### src/rtl/uart_cmd_sequencer_pkg.sv
`default_nettype none
// ============================================================================
// Module   : uart_cmd_sequencer_pkg
// Purpose  : Shared constants for the UART command sequencer: frame opcodes,
//            FSM state encoding and the register-file slots that hold the
//            ALU operands.
// Ports    : none (package)
// Revision : 1.0 - initial release
// ============================================================================
package uart_cmd_sequencer_pkg;

    // Frame opcodes (first byte of every frame)
    localparam logic [7:0] c_OP_WR        = 8'hAA;  // wr(addr, data)
    localparam logic [7:0] c_OP_RD        = 8'hBB;  // rd(addr)
    localparam logic [7:0] c_OP_ALU       = 8'hCC;  // alu(A, B, fun)
    localparam logic [7:0] c_OP_ALU_REUSE = 8'hDD;  // alu(fun) on stored operands

    // Register-file slots the ALU reads its operands from
    localparam int c_RF_ADDR_A = 0;
    localparam int c_RF_ADDR_B = 1;

    // FSM state encoding
    localparam int c_STATE_W = 4;
    localparam logic [c_STATE_W-1:0] c_S_IDLE     = 4'd0;
    localparam logic [c_STATE_W-1:0] c_S_GET_ADDR = 4'd1;
    localparam logic [c_STATE_W-1:0] c_S_GET_DATA = 4'd2;
    localparam logic [c_STATE_W-1:0] c_S_RF_WR    = 4'd3;
    localparam logic [c_STATE_W-1:0] c_S_RF_RD    = 4'd4;
    localparam logic [c_STATE_W-1:0] c_S_RD_WAIT  = 4'd5;
    localparam logic [c_STATE_W-1:0] c_S_GET_A    = 4'd6;
    localparam logic [c_STATE_W-1:0] c_S_GET_B    = 4'd7;
    localparam logic [c_STATE_W-1:0] c_S_GET_FUN  = 4'd8;
    localparam logic [c_STATE_W-1:0] c_S_ALU_RUN  = 4'd9;
    localparam logic [c_STATE_W-1:0] c_S_ALU_WAIT = 4'd10;
    localparam logic [c_STATE_W-1:0] c_S_TX_B0    = 4'd11;
    localparam logic [c_STATE_W-1:0] c_S_TX_B1    = 4'd12;

endpackage : uart_cmd_sequencer_pkg
`default_nettype wire

### src/rtl/uart_cmd_sequencer_timeout.sv
`default_nettype none
// ============================================================================
// Module   : seq_timeout_cnt
// Purpose  : Saturating wait counter. Held at zero while i_clear is high,
//            counts while i_enable is high, and flags o_expired once it has
//            reached TIMEOUT.
// Ports    : clk       in  system clock
//            rst       in  synchronous active-high reset
//            i_clear   in  force count to zero
//            i_enable  in  advance count by one
//            o_expired out count has reached TIMEOUT
// Revision : 1.0 - initial release
// ============================================================================
module seq_timeout_cnt #(
    parameter int TIMEOUT = 16,
    parameter int CNT_W   = $clog2(TIMEOUT + 1)
) (
    input  logic clk,
    input  logic rst,
    input  logic i_clear,
    input  logic i_enable,
    output logic o_expired
);

    localparam logic [CNT_W-1:0] c_LIMIT = CNT_W'(TIMEOUT);

    logic [CNT_W-1:0] r_cnt;

    always_ff @(posedge clk) begin
        if (rst || i_clear) begin
            r_cnt <= '0;
        end else if (i_enable && !o_expired) begin
            r_cnt <= r_cnt + CNT_W'(1);
        end
    end

    assign o_expired = (r_cnt == c_LIMIT);

endmodule : seq_timeout_cnt
`default_nettype wire

### src/rtl/uart_cmd_sequencer.sv
`default_nettype none
// ============================================================================
// Module   : uart_cmd_sequencer
// Purpose  : Turns framed UART RX bytes into register-file writes/reads and
//            ALU operations, and returns read data / ALU results to UART TX.
//            Frames: AA addr data | BB addr | CC A B fun | DD fun.
// Ports    : CLK, RST                      clock, sync active-high reset
//            RX_P_DATA, RX_D_VLD           received byte + 1-cycle valid
//            RF_RD_DATA, RF_RD_DATA_VLD    register-file read return
//            ALU_OUT, ALU_OUT_VLD          ALU result return
//            TX_BUSY                       transmitter not ready
//            RF_ADDR, RF_WR_EN, RF_WR_DATA, RF_RD_EN   register-file access
//            ALU_EN, ALU_FUN, CLK_GATE_EN  ALU start, function, clock gate
//            TX_P_DATA, TX_D_VLD           byte to transmit, held until taken
//            CMD_ERR                       1-cycle bad opcode / timeout flag
// Revision : 1.0 - initial release
// ============================================================================
module uart_cmd_sequencer
    import uart_cmd_sequencer_pkg::*;
#(
    parameter int DATA_WIDTH    = 8,
    parameter int ADDR_WIDTH    = 4,
    parameter int ALU_OUT_WIDTH = 16,
    parameter int FUN_WIDTH     = 4,
    parameter int TIMEOUT       = 16
) (
    input  logic                     CLK,
    input  logic                     RST,
    input  logic [DATA_WIDTH-1:0]    RX_P_DATA,
    input  logic                     RX_D_VLD,
    input  logic [DATA_WIDTH-1:0]    RF_RD_DATA,
    input  logic                     RF_RD_DATA_VLD,
    input  logic [ALU_OUT_WIDTH-1:0] ALU_OUT,
    input  logic                     ALU_OUT_VLD,
    input  logic                     TX_BUSY,
    output logic [ADDR_WIDTH-1:0]    RF_ADDR,
    output logic                     RF_WR_EN,
    output logic [DATA_WIDTH-1:0]    RF_WR_DATA,
    output logic                     RF_RD_EN,
    output logic                     ALU_EN,
    output logic [FUN_WIDTH-1:0]     ALU_FUN,
    output logic                     CLK_GATE_EN,
    output logic [DATA_WIDTH-1:0]    TX_P_DATA,
    output logic                     TX_D_VLD,
    output logic                     CMD_ERR
);

    logic [c_STATE_W-1:0]  r_state,       w_state_nx;
    logic                  r_is_wr,       w_is_wr_nx;     // AA vs BB while in GET_ADDR
    logic                  r_two_byte,    w_two_byte_nx;  // ALU result needs a second TX byte
    logic [ADDR_WIDTH-1:0] r_addr,        w_addr_nx;
    logic [DATA_WIDTH-1:0] r_res_hi,      w_res_hi_nx;    // ALU result MSB awaiting TX_B1

    logic [ADDR_WIDTH-1:0] r_rf_addr,     w_rf_addr_nx;
    logic                  r_rf_wr_en,    w_rf_wr_en_nx;
    logic [DATA_WIDTH-1:0] r_rf_wr_data,  w_rf_wr_data_nx;
    logic                  r_rf_rd_en,    w_rf_rd_en_nx;
    logic                  r_alu_en,      w_alu_en_nx;
    logic [FUN_WIDTH-1:0]  r_alu_fun,     w_alu_fun_nx;
    logic                  r_clk_gate_en, w_clk_gate_en_nx;
    logic [DATA_WIDTH-1:0] r_tx_data,     w_tx_data_nx;
    logic                  r_tx_vld,      w_tx_vld_nx;
    logic                  r_cmd_err,     w_cmd_err_nx;

    logic w_in_wait;
    logic w_expired;

    // The counter is held clear outside the two wait states, so it always
    // starts from zero on entry.
    assign w_in_wait = (r_state == c_S_RD_WAIT) || (r_state == c_S_ALU_WAIT);

    seq_timeout_cnt #(
        .TIMEOUT (TIMEOUT)
    ) u_timeout (
        .clk       (CLK),
        .rst       (RST),
        .i_clear   (!w_in_wait),
        .i_enable  (w_in_wait),
        .o_expired (w_expired)
    );

    always_ff @(posedge CLK) begin
        if (RST) begin
            r_state       <= c_S_IDLE;
            r_is_wr       <= 1'b0;
            r_two_byte    <= 1'b0;
            r_addr        <= '0;
            r_res_hi      <= '0;
            r_rf_addr     <= '0;
            r_rf_wr_en    <= 1'b0;
            r_rf_wr_data  <= '0;
            r_rf_rd_en    <= 1'b0;
            r_alu_en      <= 1'b0;
            r_alu_fun     <= '0;
            r_clk_gate_en <= 1'b0;
            r_tx_data     <= '0;
            r_tx_vld      <= 1'b0;
            r_cmd_err     <= 1'b0;
        end else begin
            r_state       <= w_state_nx;
            r_is_wr       <= w_is_wr_nx;
            r_two_byte    <= w_two_byte_nx;
            r_addr        <= w_addr_nx;
            r_res_hi      <= w_res_hi_nx;
            r_rf_addr     <= w_rf_addr_nx;
            r_rf_wr_en    <= w_rf_wr_en_nx;
            r_rf_wr_data  <= w_rf_wr_data_nx;
            r_rf_rd_en    <= w_rf_rd_en_nx;
            r_alu_en      <= w_alu_en_nx;
            r_alu_fun     <= w_alu_fun_nx;
            r_clk_gate_en <= w_clk_gate_en_nx;
            r_tx_data     <= w_tx_data_nx;
            r_tx_vld      <= w_tx_vld_nx;
            r_cmd_err     <= w_cmd_err_nx;
        end
    end

    always_comb begin
        // Strobes default low; data/level outputs hold their value.
        w_state_nx       = r_state;
        w_is_wr_nx       = r_is_wr;
        w_two_byte_nx    = r_two_byte;
        w_addr_nx        = r_addr;
        w_res_hi_nx      = r_res_hi;
        w_rf_addr_nx     = r_rf_addr;
        w_rf_wr_en_nx    = 1'b0;
        w_rf_wr_data_nx  = r_rf_wr_data;
        w_rf_rd_en_nx    = 1'b0;
        w_alu_en_nx      = 1'b0;
        w_alu_fun_nx     = r_alu_fun;
        w_clk_gate_en_nx = r_clk_gate_en;
        w_tx_data_nx     = r_tx_data;
        w_tx_vld_nx      = r_tx_vld;
        w_cmd_err_nx     = 1'b0;

        case (r_state)
            c_S_IDLE: begin
                if (RX_D_VLD) begin
                    case (RX_P_DATA)
                        c_OP_WR:        begin w_is_wr_nx = 1'b1; w_state_nx = c_S_GET_ADDR; end
                        c_OP_RD:        begin w_is_wr_nx = 1'b0; w_state_nx = c_S_GET_ADDR; end
                        c_OP_ALU:       w_state_nx = c_S_GET_A;
                        c_OP_ALU_REUSE: w_state_nx = c_S_GET_FUN;
                        default:        w_cmd_err_nx = 1'b1;
                    endcase
                end
            end
            c_S_GET_ADDR: begin
                if (RX_D_VLD) begin
                    w_addr_nx = RX_P_DATA[ADDR_WIDTH-1:0];
                    if (r_is_wr) begin
                        w_state_nx = c_S_GET_DATA;
                    end else begin
                        // Read strobe is registered, so it is high while in RF_RD.
                        w_rf_addr_nx  = RX_P_DATA[ADDR_WIDTH-1:0];
                        w_rf_rd_en_nx = 1'b1;
                        w_state_nx    = c_S_RF_RD;
                    end
                end
            end
            c_S_GET_DATA: begin
                if (RX_D_VLD) begin
                    w_rf_addr_nx    = r_addr;
                    w_rf_wr_data_nx = RX_P_DATA;
                    w_rf_wr_en_nx   = 1'b1;
                    w_state_nx      = c_S_RF_WR;
                end
            end
            c_S_RF_WR: w_state_nx = c_S_IDLE;
            c_S_RF_RD: w_state_nx = c_S_RD_WAIT;
            c_S_RD_WAIT: begin
                // A valid arriving in the expiry cycle still completes the read.
                if (RF_RD_DATA_VLD) begin
                    w_tx_data_nx  = RF_RD_DATA;
                    w_tx_vld_nx   = 1'b1;
                    w_two_byte_nx = 1'b0;
                    w_state_nx    = c_S_TX_B0;
                end else if (w_expired) begin
                    w_cmd_err_nx = 1'b1;
                    w_state_nx   = c_S_IDLE;
                end
            end
            c_S_GET_A: begin
                if (RX_D_VLD) begin
                    w_rf_addr_nx    = ADDR_WIDTH'(c_RF_ADDR_A);
                    w_rf_wr_data_nx = RX_P_DATA;
                    w_rf_wr_en_nx   = 1'b1;
                    w_state_nx      = c_S_GET_B;
                end
            end
            c_S_GET_B: begin
                if (RX_D_VLD) begin
                    w_rf_addr_nx    = ADDR_WIDTH'(c_RF_ADDR_B);
                    w_rf_wr_data_nx = RX_P_DATA;
                    w_rf_wr_en_nx   = 1'b1;
                    w_state_nx      = c_S_GET_FUN;
                end
            end
            c_S_GET_FUN: begin
                if (RX_D_VLD) begin
                    w_alu_fun_nx     = RX_P_DATA[FUN_WIDTH-1:0];
                    w_clk_gate_en_nx = 1'b1;
                    w_alu_en_nx      = 1'b1;
                    w_state_nx       = c_S_ALU_RUN;
                end
            end
            c_S_ALU_RUN: w_state_nx = c_S_ALU_WAIT;
            c_S_ALU_WAIT: begin
                if (ALU_OUT_VLD) begin
                    w_res_hi_nx      = ALU_OUT[ALU_OUT_WIDTH-1:DATA_WIDTH];
                    w_tx_data_nx     = ALU_OUT[DATA_WIDTH-1:0];
                    w_tx_vld_nx      = 1'b1;
                    w_two_byte_nx    = 1'b1;
                    w_clk_gate_en_nx = 1'b0;
                    w_state_nx       = c_S_TX_B0;
                end else if (w_expired) begin
                    w_cmd_err_nx     = 1'b1;
                    w_clk_gate_en_nx = 1'b0;
                    w_state_nx       = c_S_IDLE;
                end
            end
            c_S_TX_B0: begin
                // TX_D_VLD is already high here; the byte is taken on !TX_BUSY.
                if (!TX_BUSY) begin
                    if (r_two_byte) begin
                        w_tx_data_nx = r_res_hi;
                        w_state_nx   = c_S_TX_B1;
                    end else begin
                        w_tx_vld_nx  = 1'b0;
                        w_state_nx   = c_S_IDLE;
                    end
                end
            end
            c_S_TX_B1: begin
                if (!TX_BUSY) begin
                    w_tx_vld_nx = 1'b0;
                    w_state_nx  = c_S_IDLE;
                end
            end
            default: w_state_nx = c_S_IDLE;
        endcase
    end

    assign RF_ADDR     = r_rf_addr;
    assign RF_WR_EN    = r_rf_wr_en;
    assign RF_WR_DATA  = r_rf_wr_data;
    assign RF_RD_EN    = r_rf_rd_en;
    assign ALU_EN      = r_alu_en;
    assign ALU_FUN     = r_alu_fun;
    assign CLK_GATE_EN = r_clk_gate_en;
    assign TX_P_DATA   = r_tx_data;
    assign TX_D_VLD    = r_tx_vld;
    assign CMD_ERR     = r_cmd_err;

endmodule : uart_cmd_sequencer
`default_nettype wire

### config.mk
export PLATFORM = sky130hd
export DESIGN_NAME = uart_cmd_sequencer
export DESIGN_NICKNAME = d
export VERILOG_FILES = /design/src/rtl/uart_cmd_sequencer_pkg.sv /design/src/rtl/uart_cmd_sequencer_timeout.sv /design/src/rtl/uart_cmd_sequencer.sv
export SDC_FILE = /design/constraint.sdc
export NUM_CORES = 1
export LEC_CHECK = 0
export ABC_AREA = 1
export CORE_AREA = 5 5 80 82
export DETAILED_ROUTE_END_ITERATION = 16
export DIE_AREA = 0 0 85 87
export GPL_ROUTABILITY_DRIVEN = 0
export PLACE_DENSITY = 0.78
export SLEW_MARGIN = 20
export SYNTH_ARGS = -nofsm -noshare
export SYNTH_HDL_FRONTEND = slang
export SYNTH_HIERARCHICAL = 1
export SYNTH_SLANG_ARGS = --single-unit
export TNS_END_PERCENT = 10
### constraint.sdc
create_clock -name CLK -period 1.9 [get_ports CLK]
set_input_delay 0.38 -clock CLK [delete_from_list [all_inputs] [get_ports CLK]]
set_output_delay 0.38 -clock CLK [all_outputs]
set_load 0.01 [all_outputs]
==> results.ini, run 1 <==
[run_status]
status = finished, final reports clean

[yosys]
yosysWarnings = 6
ys.flop_type = dfxtp_1
synth_nets = 433
seq_area_frac_synth_pct = 40.4
syn_inst = 393
ys_top_cells_by_count = nand2_1 (85), nor2_1 (62), dfxtp_1 (53), inv_1 (42), a21oi_1 (38)
netlist_area_sq_um = 2620
ys_types = 30
netlist.area_leader.share_pct = 40.4
synth_seq_cells = 53
synth-edff-count = 0
yosysMostFrequentCell = nand2_1
avgSynthCellArea_sq_um = 6.68
synth_top_area_cell = dfxtp_1
synth.area.top_cells = dfxtp_1 (40%), nand2_1 (12%), nor2_1 (8.9%)
ys_async_sr_fraction_pct = 0

[timing]
hold_viol = 0
relSlewSlack_pct = 76.3
setup_tns_ns = 0
drv_slew = 0
worst_pin_slew_ns = 0.355
finalSetupViolCount = 0
max_freq_mhz = 585
rsz0062_at_grt = false
min_period_over_period_pct = 89.9
finalClockSkew_ns = 0.00785
final.min_clock_period_ns = 1.71

[setup_path]
reg2reg_from = r_state[3]
critical_path_required_ns = 2.10
crit_start = r_state[3]
end_kind = register
cp_slowest_cell = dfxtp_1
cp_num_cells = 9
cp_data_arrival_time_ns = 1.91
slowest_delay_ns = 0.50
crit_path_end = u_timeout/r_cnt[4]
reg2reg_depth = 9
critPathBufInv = 1
worstSetupStartpointType = register
path_cells = nand2_2 > nor2_4 > nor2_2 > inv_1 > nand2_1 > nor2_2 > nand3_1 > nand2_1 > nor2_1
critical_path_class = register to register
critical-path-top-delay-family = simple AND/OR/NAND/NOR gates
r2r_slack_ns = 0.19
crit_fanout = 10
r2r-end = u_timeout/r_cnt[4]

[job]
drv_cap = 0

[global_routing]
grt_usage_pct = 17.6
grt_pass1_vias = 2507
grt_pass1_wl_um = 10800
grt_overflow = 0
grt_max_degree = 34
antenna_found_initial = 0

[clocking]
htreeDepth = 2
cts-root-buf = clkbuf_8
clockBufferDepth = 2
clk_latency_ns = 0.31
clock_sinks = 53
cts_made_buffers = 5
post_cts_buffers = 0
cts_tree = done
cts.clk_slew.worst_paths_ns = 0.10
ctsHoldBuffers = 0

[drt]
vias = 2700
routed_wl_um = 6470
vias_per_cell = 4.97
initialDrtViolationCount = 187
routedWlPerCell_um = 11.9
dr.pass1.iters = 4
ant_nets = 0
drc_errors = 0

[floorplanning]
coreArea_sq_um = 5680
die_h_um = 87
start_util_pct = 46.2
die-area_sq_um = 7400
die_x_um = 85
row_count = 28
io-pin-count = 68

[power_and_ir_drop]
sw_frac_of_total_pct = 21.8
pwr-share-comb_pct = 9.1
p_clk_share_pct = 36.8
p_sw_mw = 0.450
p_leak_nw = 1.39
intPower_mw = 1.62
vdd_drop_max_mv = 0.392
power_frac_seq_pct = 54.0
cellPowerDensity_nw_per_um2 = 584

[placement]
port_buffers = 67
dpl.hpwl_um = 5000
dp_cells = 535

[worst_hold_path]
min_path_type = register to register
hold_depth = 2

[cells_and_area]
drive_gt1_share_pct = 8.97
area_delta_synth_final_pct = 34.9
diodes = 0
finalNonFillerCells = 543
nets = 507
nFillCells = 549

==> power groups by stage <==
stage          logic, mW  registers (mW)  clock network, mW
2_1_floorplan     0.0701            1.14                  0
3_3_place_gp       0.187            1.14                  0
3_5_place_dp       0.189            1.14                  0
4_1_cts            0.190            1.12              0.778
5_1_grt            0.206            1.12              0.834
6_report           0.189            1.12              0.761
==> worst min path at each step <==
stage / from / endpoint / slack (ns)
floorplan: r_res_hi[2] / r_res_hi[2] / 0.42
global placement: RF_ADDR[3] / RF_ADDR[3] / 0.44
detailed placement: RF_ADDR[3] / RF_ADDR[3] / 0.44
CTS: RF_ADDR[3] / RF_ADDR[3] / 0.45
global route: RF_ADDR[2] / RF_ADDR[2] / 0.46
finish: RF_ADDR[3] / RF_ADDR[3] / 0.45
==> placed cells by master (no fill, tap or decap), types with 2 or more instances in the layout <==
cell             netlist  routed
ha_1                   2       2
nand2_2                5       5
o21ai_0               27      27
nand3_1               20      20
o22ai_1                3       3
nand3_2                3       3
inv_1                 42      42
nor2_2                 4       4
a21oi_1               38      38
nor2_4                 2       2
clkbuf_8               0       5
nand2_1               85      85
o21ai_1                9       9
nor3_1                 4       4
nand4_1                3       3
inv_2                  6       6
dfxtp_1               53      52
clkdlybuf4s50_1        0      67
buf_4                  1       8
o211ai_1               7       7
nor2_1                62      62
==> worst reg2reg max path, delay by kind of cell, from the launching register on <==
| kind | cells | cell delay (ns) |
|---|---|---|
| buffers and inverters | 1 | 0.17 |
| AND/OR/NAND/NOR | 8 | 0.92 |
| flip-flops | 1 | 0.50 |
==> timing repair <==
item | CTS | global route
gates resized for setup | 0 | 1
endpoints found under the setup margin | 0 | 4
hold endpoints to repair | 0 | 0
==> registers in the layout, indices dropped and copies added, names as in the netlist <==
register         cells
CLK_GATE_EN          1
u_timeout/r_cnt      5
r_res_hi             8
TX_P_DATA            8
RF_ADDR              4
ALU_FUN              4
r_two_byte           1
RF_RD_EN             1
ALU_EN               1
r_is_wr              1
CMD_ERR              1
TX_D_VLD             1
r_addr               4
r_state              4
RF_WR_EN             1
RF_WR_DATA           8
==> per-stage QoR <==
stage | total power, mW | hold WS (ns) | util (%) | cell area [sq um] | worst slack [ns]
floorplan | 1.21 | 0.425 | - | 2620 | 0.368
global placement | 1.33 | 0.435 | 60.4 | 3430 | 0.0679
detailed placement | 1.33 | 0.438 | 60.4 | 3430 | -0.0278
CTS | 2.08 | 0.453 | 62.3 | 3540 | 0.163
global route | 2.16 | 0.464 | 62.4 | 3540 | 0.0488
finish | 2.07 | 0.449 | 62.4 | 3540 | 0.191
==> metal layers <==
metal	vias to the layer above	GRT usage (%)	wire (um)
met5	-	0	0
met2	88	29.7	2940
li1	1421	-	-
met4	0	6.33	102
met3	11	5.68	541
met1	1180	20.9	2880
==> final cells by class <==
type | count | area, sq um | share of cell area [%]
repair buffers | 76 | 751 | 21.2
flip-flops and latches | 53 | 1060 | 30.0
inverters | 49 | 186 | 5.27
clock buffers | 6 | 72.6 | 2.05
multi-input cells | 282 | 1340 | 37.7
well taps | 75 | 93.8 | 2.65
clock inverters | 2 | 38.8 | 1.10
==> cell families after synthesis <==
group                      share of synthesized area [%]
DFF                                                 40.4
and+or+nand+nor                                     31.1
adders and majority gates                          0.954
AOI/OAI and AO/OA                                   18.8
buffers and inverters                               8.68
No activity file was read; power rests on OpenSTA's default activity.
==> inputs of run 2 (changes only) <==
==> constraint.sdc (replaced) <==
create_clock -name CLK -period 1.9 [get_ports CLK]
set_input_delay 0.57 -clock CLK [delete_from_list [all_inputs] [get_ports CLK]]
set_output_delay 0.57 -clock CLK [all_outputs]
set_load 0.01 [all_outputs]
==> results.ini, run 2 (same netlist as run 1, synthesis figures left out) <==
[run_status]
status = finished, final reports clean  ; unchanged

[setup_path]
crit_path_end = ALU_FUN[1]  ; was u_timeout/r_cnt[4]
reg2reg_depth = 13  ; was 9
reg2reg_from = u_timeout/r_cnt[1]  ; was r_state[3]
critical_path_class = register to output pin  ; was register to register
worstSetupStartpointType = register  ; unchanged
cp_slowest_cell = clkdlybuf4s50_1  ; was dfxtp_1
critical-path-top-delay-family = buffers and inverters  ; was simple AND/OR/NAND/NOR gates
path_cells = clkdlybuf4s50_1  ; was nand2_2 > nor2_4 > nor2_2 > inv_1 > nand2_1 > nor2_2 > nand3_1 > nand2_1 > nor2_1
crit_start = ALU_FUN[1]  ; was r_state[3]
critical_path_required_ns = 1.33  ; was 2.10 ns
critPathBufInv = 1  ; unchanged
cp_num_cells = 1  ; was 9
end_kind = output pin  ; was register
cp_data_arrival_time_ns = 1.22  ; was 1.91 ns
r2r_slack_ns = 0.18  ; was 0.19 ns
slowest_delay_ns = 0.55  ; was 0.50 ns
r2r-end = r_state[3]  ; was u_timeout/r_cnt[4]
crit_fanout = 2  ; was 10

[global_routing]
grt_overflow = 0  ; unchanged
busiest_layer = met2  ; unchanged
antenna_found_initial = 0  ; unchanged
grt_max_degree = 34  ; unchanged
gr-usage-met2_pct = 33.6  ; was 29.7%
grtUsageMet3_pct = 5.49  ; was 5.68%
grt_usage_pct = 19.1  ; was 17.6%
grt_pass1_wl_um = 11600  ; was 10800 um
grt_pass1_vias = 2678  ; was 2507
use_met1_pct = 22.1  ; was 20.9%

[placement]
port_buffers = 67  ; unchanged
dp_cells = 543  ; was 535
dpl.hpwl_um = 5260  ; was 5000 um

[clocking]
cts-root-buf = clkbuf_8  ; unchanged
cts_tree = done  ; unchanged
clk_latency_ns = 0.31  ; about the same
clockBufferDepth = 2  ; unchanged
cts.clk_slew.worst_paths_ns = 0.10  ; about the same
ctsHoldBuffers = 0  ; unchanged
post_cts_buffers = 0  ; unchanged
cts_resized = 0  ; unchanged
clock_sinks = 53  ; unchanged
cts_made_buffers = 5  ; unchanged
htreeDepth = 2  ; unchanged

[worst_hold_path]
min_path_type = register to register  ; unchanged
hold_depth = 2  ; unchanged

[timing]
worst_pin_slew_ns = 0.352  ; was 0.355 ns
max_freq_mhz = 560  ; was 585 MHz
drv_slew = 0  ; unchanged
finalClockSkew_ns = 0.00873  ; was 0.00785 ns
min_period_over_period_pct = 94.0  ; was 89.9%
relSlewSlack_pct = 76.5  ; was 76.3%
setup_tns_ns = 0  ; unchanged
finalSetupViolCount = 0  ; unchanged
hold_viol = 0  ; unchanged
final.min_clock_period_ns = 1.79  ; was 1.71 ns

[drt]
initialDrtViolationCount = 187  ; unchanged
drc_errors = 0  ; unchanged
ant_nets = 0  ; unchanged
routedWlPerCell_um = 12.3  ; was 11.9 um
vias_per_cell = 5.07  ; was 4.97
routed_wl_um = 6770  ; was 6470 um
dr.pass1.iters = 5  ; was 4
vias = 2793  ; was 2700

[power_and_ir_drop]
vdd_drop_max_mv = 0.446  ; was 0.392 mV
cellPowerDensity_nw_per_um2 = 581  ; was 584 nW/um^2
p_leak_nw = 1.44  ; was 1.39 nW

[floorplanning]
die-area_sq_um = 7400  ; unchanged
die_h_um = 87  ; unchanged
row_count = 28  ; unchanged
io-pin-count = 68  ; unchanged
start_util_pct = 46.2  ; unchanged
coreArea_sq_um = 5680  ; unchanged
die_x_um = 85  ; unchanged

[cells_and_area]
area_delta_synth_final_pct = 37.3  ; was 34.9%
drive_gt1_share_pct = 10.9  ; was 8.97%
finalNonFillerCells = 551  ; was 543
layout_commonest_cell = nand2_1  ; unchanged
nets = 515  ; was 507
utilization_pct = 63.5  ; was 62.4%
diodes = 0  ; unchanged
final_cell_mix = nand2_1 (84), clkdlybuf4s50_1 (67), nor2_1 (62)  ; was nand2_1 (85), clkdlybuf4s50_1 (67), nor2_1 (62)

[job]
drv_cap = 0  ; unchanged

run 2: how the worst min path moves through the flow:
stage | start | to
2_1_floorplan | r_res_hi[2] | r_res_hi[2]
3_3_place_gp | RF_ADDR[3] | RF_ADDR[3]
3_5_place_dp | RF_ADDR[3] | RF_ADDR[3]
4_1_cts | RF_ADDR[3] | RF_ADDR[3]
5_1_grt | RF_ADDR[3] | RF_ADDR[3]
6_report | RF_ADDR[3] | RF_ADDR[3]
run 2: metal layers:
metal  wire length [um]  vias up  part of all wire [%]
met5                  0        -                     0
met4                183        0                   2.7
met3                509       19                   7.5
met2               3220      100                    48
met1               2860     1241                    42
li1                   -     1433                     -
run 2: cell type report:
cell class,instances,area (sq um)
fillers,535,2070
multi-input cells,282,1340
flip-flops and latches,53,1060
repair buffers,84,811
inverters,49,186
well taps,75,93.8
clock buffers,5,68.8
clock inverters,3,43.8
run 2: worst register-to-register path, stage by stage, from the launching register on:
cell and delay [ns]:
dfxtp_1 0.39, inv_1 0.06, ha_1 0.18, nand2_1 0.06
inv_1 0.04, nand2_2 0.11, inv_1 0.11, o21ai_0 0.17
nand2_1 0.12, nand2_1 0.09, nor2_1 0.05, nand2_1 0.06
nand3_1 0.07, a21oi_1 0.15
run 2: report_power, final:
part	total (mW)	internal (mW)	switching [mW]
clock	0.779	0.395	0.384
sequential	1.12	1.11	0.00281
combinational	0.197	0.112	0.0842
total	2.09	1.62	0.471
run 2: through the flow:
step                power, mW  area (sq um)  hold slack, ns  worst slack (ns)
detailed placement       1.34          3490           0.435            -0.182
floorplan                1.21          2620           0.425             0.368
CTS                      2.11          3600           0.451            0.0974
global route             2.17          3600           0.467          -0.00751
global placement         1.34          3490           0.435           -0.0793
finish                   2.09          3600           0.449             0.114
